### config.mk
export PLATFORM = sky130hd
export DESIGN_NAME = instr_loader
export DESIGN_NICKNAME = d
export VERILOG_FILES = /design/src/rtl/instr_loader.sv
export SDC_FILE = /design/constraint.sdc
export NUM_CORES = 1
export LEC_CHECK = 0
export CAP_MARGIN = 10
export CORE_ASPECT_RATIO = 0.75
export CORE_MARGIN = 2
export CORE_UTILIZATION = 54
export DETAILED_ROUTE_END_ITERATION = 10
export GPL_TIMING_DRIVEN = 0
export PLACE_DENSITY = 0.84
export SYNTH_ARGS = -nofsm -noshare
export SYNTH_HDL_FRONTEND = slang
export SYNTH_SLANG_ARGS = --single-unit
### constraint.sdc
create_clock -name clk -period 3.9 [get_ports clk]
set_input_delay 0.39 -clock clk [delete_from_list [all_inputs] [get_ports clk]]
set_output_delay 0.39 -clock clk [all_outputs]
set_load 0.01 [all_outputs]
### src/rtl/instr_loader.sv
// Purpose: parses a byte stream (count N, then N hi/lo byte pairs) into instruction-memory writes and holds the CPU in reset until loaded.
// Latency: each write strobes one cycle after its lo-byte transfer; an instruction takes at least 3 cycles.
// Backpressure: in_ready is high only in COUNT/HI/LO; in_valid low simply stalls the parser with no side effects.
module instr_loader #(
    parameter int INSADDR_WIDTH = 8,
    parameter int INS_WIDTH     = 12
) (
    input  logic                     clk,
    input  logic                     rst,
    input  logic                     start,
    input  logic                     in_valid,
    input  logic [7:0]               in_data,
    output logic                     in_ready,
    output logic                     wr_en,
    output logic [INSADDR_WIDTH-1:0] wr_addr,
    output logic [INS_WIDTH-1:0]     wr_data,
    output logic                     cpu_rst,
    output logic                     busy,
    output logic                     done
);

    typedef enum logic [2:0] {
        IDLE  = 3'd0,
        COUNT = 3'd1,
        HI    = 3'd2,
        LO    = 3'd3,
        WRITE = 3'd4,
        DONE  = 3'd5
    } state_t;

    state_t                 state_q;
    state_t                 state_d;
    logic [7:0]             count_q;
    logic [7:0]             index_q;
    logic [INS_WIDTH-9:0]   hi_q;
    logic [7:0]             lo_q;
    logic                   xfer;

    assign xfer = in_valid & in_ready;

    // Outputs depend on state_q only, so nothing combinational reaches them from the inputs.
    always_comb begin
        state_d  = state_q;
        in_ready = 1'b0;
        wr_en    = 1'b0;
        busy     = 1'b0;
        done     = 1'b0;
        cpu_rst  = 1'b1;
        case (state_q)
            IDLE: begin
                if (start) state_d = COUNT;
            end
            COUNT: begin
                in_ready = 1'b1;
                busy     = 1'b1;
                if (xfer) state_d = (in_data == 8'd0) ? DONE : HI;
            end
            HI: begin
                in_ready = 1'b1;
                busy     = 1'b1;
                if (xfer) state_d = LO;
            end
            LO: begin
                in_ready = 1'b1;
                busy     = 1'b1;
                if (xfer) state_d = WRITE;
            end
            WRITE: begin
                wr_en   = 1'b1;
                busy    = 1'b1;
                state_d = (index_q == count_q - 8'd1) ? DONE : HI;
            end
            DONE: begin
                done    = 1'b1;
                cpu_rst = 1'b0;
                if (start) state_d = COUNT;
            end
            default: state_d = IDLE;
        endcase
    end

    always_ff @(posedge clk) begin
        if (rst) begin
            state_q <= IDLE;
            count_q <= 8'd0;
            index_q <= 8'd0;
            hi_q    <= '0;
            lo_q    <= 8'd0;
        end else begin
            state_q <= state_d;
            case (state_q)
                COUNT: if (xfer) begin
                    count_q <= in_data;
                    index_q <= 8'd0;
                end
                HI:    if (xfer) hi_q <= in_data[INS_WIDTH-9:0];
                LO:    if (xfer) lo_q <= in_data;
                WRITE: if (state_d == HI) index_q <= index_q + 8'd1;
                default: ;
            endcase
        end
    end

    assign wr_data = {hi_q, lo_q};

    // Narrow memories alias high indices; wide memories see a zero-extended index.
    generate
        if (INSADDR_WIDTH > 8) begin : g_addr_wide
            assign wr_addr = {{(INSADDR_WIDTH-8){1'b0}}, index_q};
        end else if (INSADDR_WIDTH == 8) begin : g_addr_eq
            assign wr_addr = index_q;
        end else begin : g_addr_narrow
            assign wr_addr = index_q[INSADDR_WIDTH-1:0];
        end
    endgenerate

endmodule

==> Word level (Yosys, flattened, before mapping) <==
Index checks and enable logic that the tools add are counted.
{ "word_totals": {"reg_bits": 31, "input_bits": 12, "word_cells": 42, "out_inout_bits": 25} }
{ "classes": {"n_reduce_logical": 10, "add_sub_neg": 2, "eq_ne": 9, "bitwise": 1, "muxes": 15} }
{ "ops": {"columns": ["cell", "count"], "rows": [
  ["$mux 3", 6],
  ["$mux 8", 2],
  ["$pmux 8 s2", 1],
  ["$pmux 3 s5", 1],
  ["$eq 3x2->1 const B", 3],
  ["$add 8x1->8 const B", 1],
  ["$eq 8x8->1", 1],
  ["$logic_not 8->1", 1],
  ["$sub 8x1->8 const B", 1],
  ["$eq 3x3->1 const B", 2],
  ["$reduce_and 2->1", 3],
  ["$mux 1", 5],
  ["$ne 2x2->1 const B", 2],
  ["$reduce_or 4->1", 1],
  ["$eq 3x1->1 const B", 1],
  ["$logic_not 3->1", 1],
  ["$reduce_and 3->1", 1],
  ["$reduce_or 3->1", 1],
  ["$reduce_bool 2->1", 1],
  ["$reduce_or 2->1", 1],
  ["$and 1x1->1", 1]
]} }

==> Depth between registers and ports, before layout <==
{ "depth": {"ltp_word": 9, "ltp_mapped": 8, "ltp_nobuf": 8} }

==> Least setup slack after synthesis <==
Ideal clock, no wire load.
{ "synth_path": {"kind": "reg2reg", "start": "reg count_q[0]", "end": "reg state_q[0]", "setup_ps": 86, "required_ps": 3814, "n_path_buf": 0, "stages_incl_launch_ff": 7, "slack_ps": 1748, "period_less_slack_ps": 2152, "arrival_ps": 2065, "path_cell_list": "dfxtp_1 -> or4_4 -> nor3_2 -> mux2i_1 -> a2111oi_4 -> nand4b_2 -> a221oi_2"} }
{ "synth_via": {"elab_chain_len": 4} }
{ "synth_rtl": {"columns": ["item", "line_no", "source"], "rows": [
  ["from (decl)", "33", "logic [7:0] count_q;"],
  ["from (signal assigned)", "93", "count_q <= in_data;"],
  ["$sub 8x1->8", "71", "state_d = (index_q == count_q - 8'd1) ? DONE : HI;"],
  ["$eq 8x8->1", "71", null],
  ["$mux 3", "71", null],
  ["$pmux 3 s5", "49", "case (state_q)"],
  ["to (signal assigned)", "90", "state_q <= state_d;"],
  ["to (decl)", "31", "state_t state_q;"]
]} }
Every way passes these cells.
A chain may end at the register's enable or synchronous reset.

==> Worst setup path in the final report <==
{ "layout_path": {"start": "reg state_q[0]", "end": "out wr_en"} }
{ "layout_via": {"elab_chain_len": 2} }
{ "layout_rtl": {"columns": ["item", "line_no", "source"], "rows": [
  ["$eq 3x3->1", "49", null],
  ["$mux 1", "49", null],
  ["to (decl)", "14", "output logic wr_en,"]
]} }
Every way passes these cells.

==> results.toml <==
[floorplan]
start_util = 0.5705
core_um2 = 2957
io_pins = 37
die_area_um2 = 3591
fp-row-count = 17
die_w_um = 68.53
die_h_um = 52.40

[global_route]
use_met2 = 0.3910
grtUsageMet1 = 0.3449
busiest_layer = "met2"
antenna_found_initial = 0
overflow = 0
grt_max_degree = 11
use_met3 = 0.07527
grtUsageTotal = 0.2567
grt_pass1_wl_mm = 6.748
grt_pass1_vias = 1462

[hold_path]
hold_path_depth = 2
hp-class = "reg -> reg"
hold_path_end = "lo_q[3]$_SDFFE_PP0P_"
holdCritStartpoint = "lo_q[3]$_SDFFE_PP0P_"

[worst_setup_path]
path_cells = "buf_2 > nor3b_1 > clkdlybuf4s50_1"
slowest_stage = "clkdlybuf4s50_1"
cp-end-kind = "primary output"
reg2reg_from = "count_q[0]$_SDFFE_PP0P_"
r2r-end = "state_q[0]$_SDFF_PP0_"
crit_fanout = 9
arrival_ps = 2070
crit_type = "reg -> out"
critPathBufInv = 2
required_ps = 3510
cp_slowest_stage_delay_ps = 680
start_kind = "flop"
r2r_setup_slack_ps = 1460
rr_worst_depth = 6
crit_start = "state_q[0]$_SDFF_PP0_"
crit_family = "buffers and inverters"

[routing]
drc_errors = 0
wirelength_mm = 4.037
drtPass1Iterations = 4
vias_per_cell = 5.491
ant_nets = 0
avgRoutedWirePerCell_um = 13.78
via_count = 1609
drt_iter0_drc = 128

[place]
io_buffer_count = 36
place.gp.congestion = 0.8166
place_area_um2 = 2095
dp_cells = 285
dp.final_hpwl_mm = 2.905

[sta]
relSlewSlack = 0.4926
min_period_over_period = 0.6311
drv_slew = 0
fin_skew_ps = 10.55
tightestPinTransition_ps = 759.5
setup_viol = 0
setup_tns_ps = 0
rsz0062_at_grt = "false"
fin_crit_ps = 2461
hold_violations = 0
fmax_mhz = 406.3
hold_slack_ps = 453.2

[finish]
layout_common_cells = "47 x nand2_1, 36 x clkdlybuf4s50_1, 31 x dfxtp_1"
fin_area_um2 = 2212
area_growth_pct = 31.16
final_common_cell = "nand2_1"
utilization = 0.7482
stdcell_count = 293
drive_above_1_share = 0.09020
fin_nets = 268
fillCellCount = 239
diodes = 0

[synthesis]
ys_seq_elements = 31
synth_cells = 211
netlist_area_um2 = 1687
async_flop_share = 0
synth_cell_type_count = 37
syn_area_per_cell_um2 = 7.993
synthesis.nets = 225
synth_edf_count = 0
synthFlopType = "dfxtp_1"
synth_seq_area_share = 0.3680
yosysWarningCount = 0

[outcome]
status = "completed"

[clock_network]
clockBufferDepth = 2
cts_hold_buffers = 0
htreeDepth = 2
clock_sinks = 31
insertion_delay_ps = 290
cts_tree = "yes"
ctsRootBufferMaster = "clkbuf_8"
ctsResizeCount = 0
cts_made_buffers = 5
clk_pin_slew_worst_paths_ps = 70
cts_setup_buffers = 0

[power]
peakVddDrop_uv = 289.0
power_density_nw_per_um2 = 352.8
leakage_nw = 0.7955

[job]
cap_violations = 0
layer usage:
layer,vias to the layer above,part of all wire
li1,825,-
met1,733,0.48
met2,47,0.45
met3,4,0.065
met4,0,0.0054
met5,-,0
registers in the layout, summed over array words and instances (netlist names):
register,cells
lo_q,8
count_q,8
hi_q,4
state_q,3
wr_addr,8
per-stage QoR:
stage | total power, W | setup WS, ps
after floorplan | 0.0004126 | 1748
after global placement | 0.0004511 | 1501
after detailed placement | 0.0004531 | 1489
after CTS | 0.0007796 | 1477
after global routing | 0.0008096 | 1332
final | 0.0007805 | 1439
synthesized netlist by cell type, drive strengths merged (4+ instances only):
cell,number,area share
xnor2,7,0.036
or3,8,0.030
nor4,4,0.015
dfxtp,31,0.37
nor3,6,0.021
mux2i,13,0.077
nor2,14,0.031
inv,5,0.011
nand2,47,0.10
nand3,5,0.015
nand2b,5,0.019
a21oi,25,0.074
clkbuf,7,0.017
buf,5,0.019
final cells by class:
cell class	instances	area, um^2	area share
inverters	5	18.77	0.008484
plain buffers	12	61.31	0.02771
well taps	38	47.55	0.02149
multi-input cells	163	985.9	0.4457
flip-flops and latches	31	620.6	0.2805
clock buffers	6	82.58	0.03733
repair buffers	36	360.3	0.1629
clock inverters	2	35.03	0.01584
logic make-up after synthesis:
family                   synth area share
AND/OR/NAND/NOR                    0.3049
adder cells (fa/ha/maj)           0.01483
AO/OA/AOI/OAI                      0.1462
multiplexers                      0.07715
buffers and inverters             0.04748
flip-flops                         0.3680
XOR/XNOR                          0.04154
worst max path at each step:
stage                     slack [ps]                 endpoint  cells after the start
after detailed placement        1490    state_q[0]$_SDFF_PP0_                      6
after global placement          1500  wr_addr[5]$_SDFFE_PP0P_                      7
after floorplan                 1750    state_q[0]$_SDFF_PP0_                      6
after CTS                       1480    state_q[0]$_SDFF_PP0_                      6
after global routing            1330                    wr_en                      3
final                           1440                    wr_en                      3
worst register-to-register path: stages (launching register included):
cell and delay [ps]:
dfxtp_1 360, or4_4 570, nor3_2 160, mux2i_1 150
a2111oi_4 640, nand4b_2 230, a221oi_2 260
power by group:
| part | total, W | switching (W) | internal, W |
|---|---|---|---|
| clock | 0.000333 | 0.000127 | 0.000207 |
| sequential | 0.000331 | 0.00000674 | 0.000325 |
| combinational | 0.000116 | 0.0000605 | 0.0000555 |
Note: power is estimated with default switching activity, not from simulation.
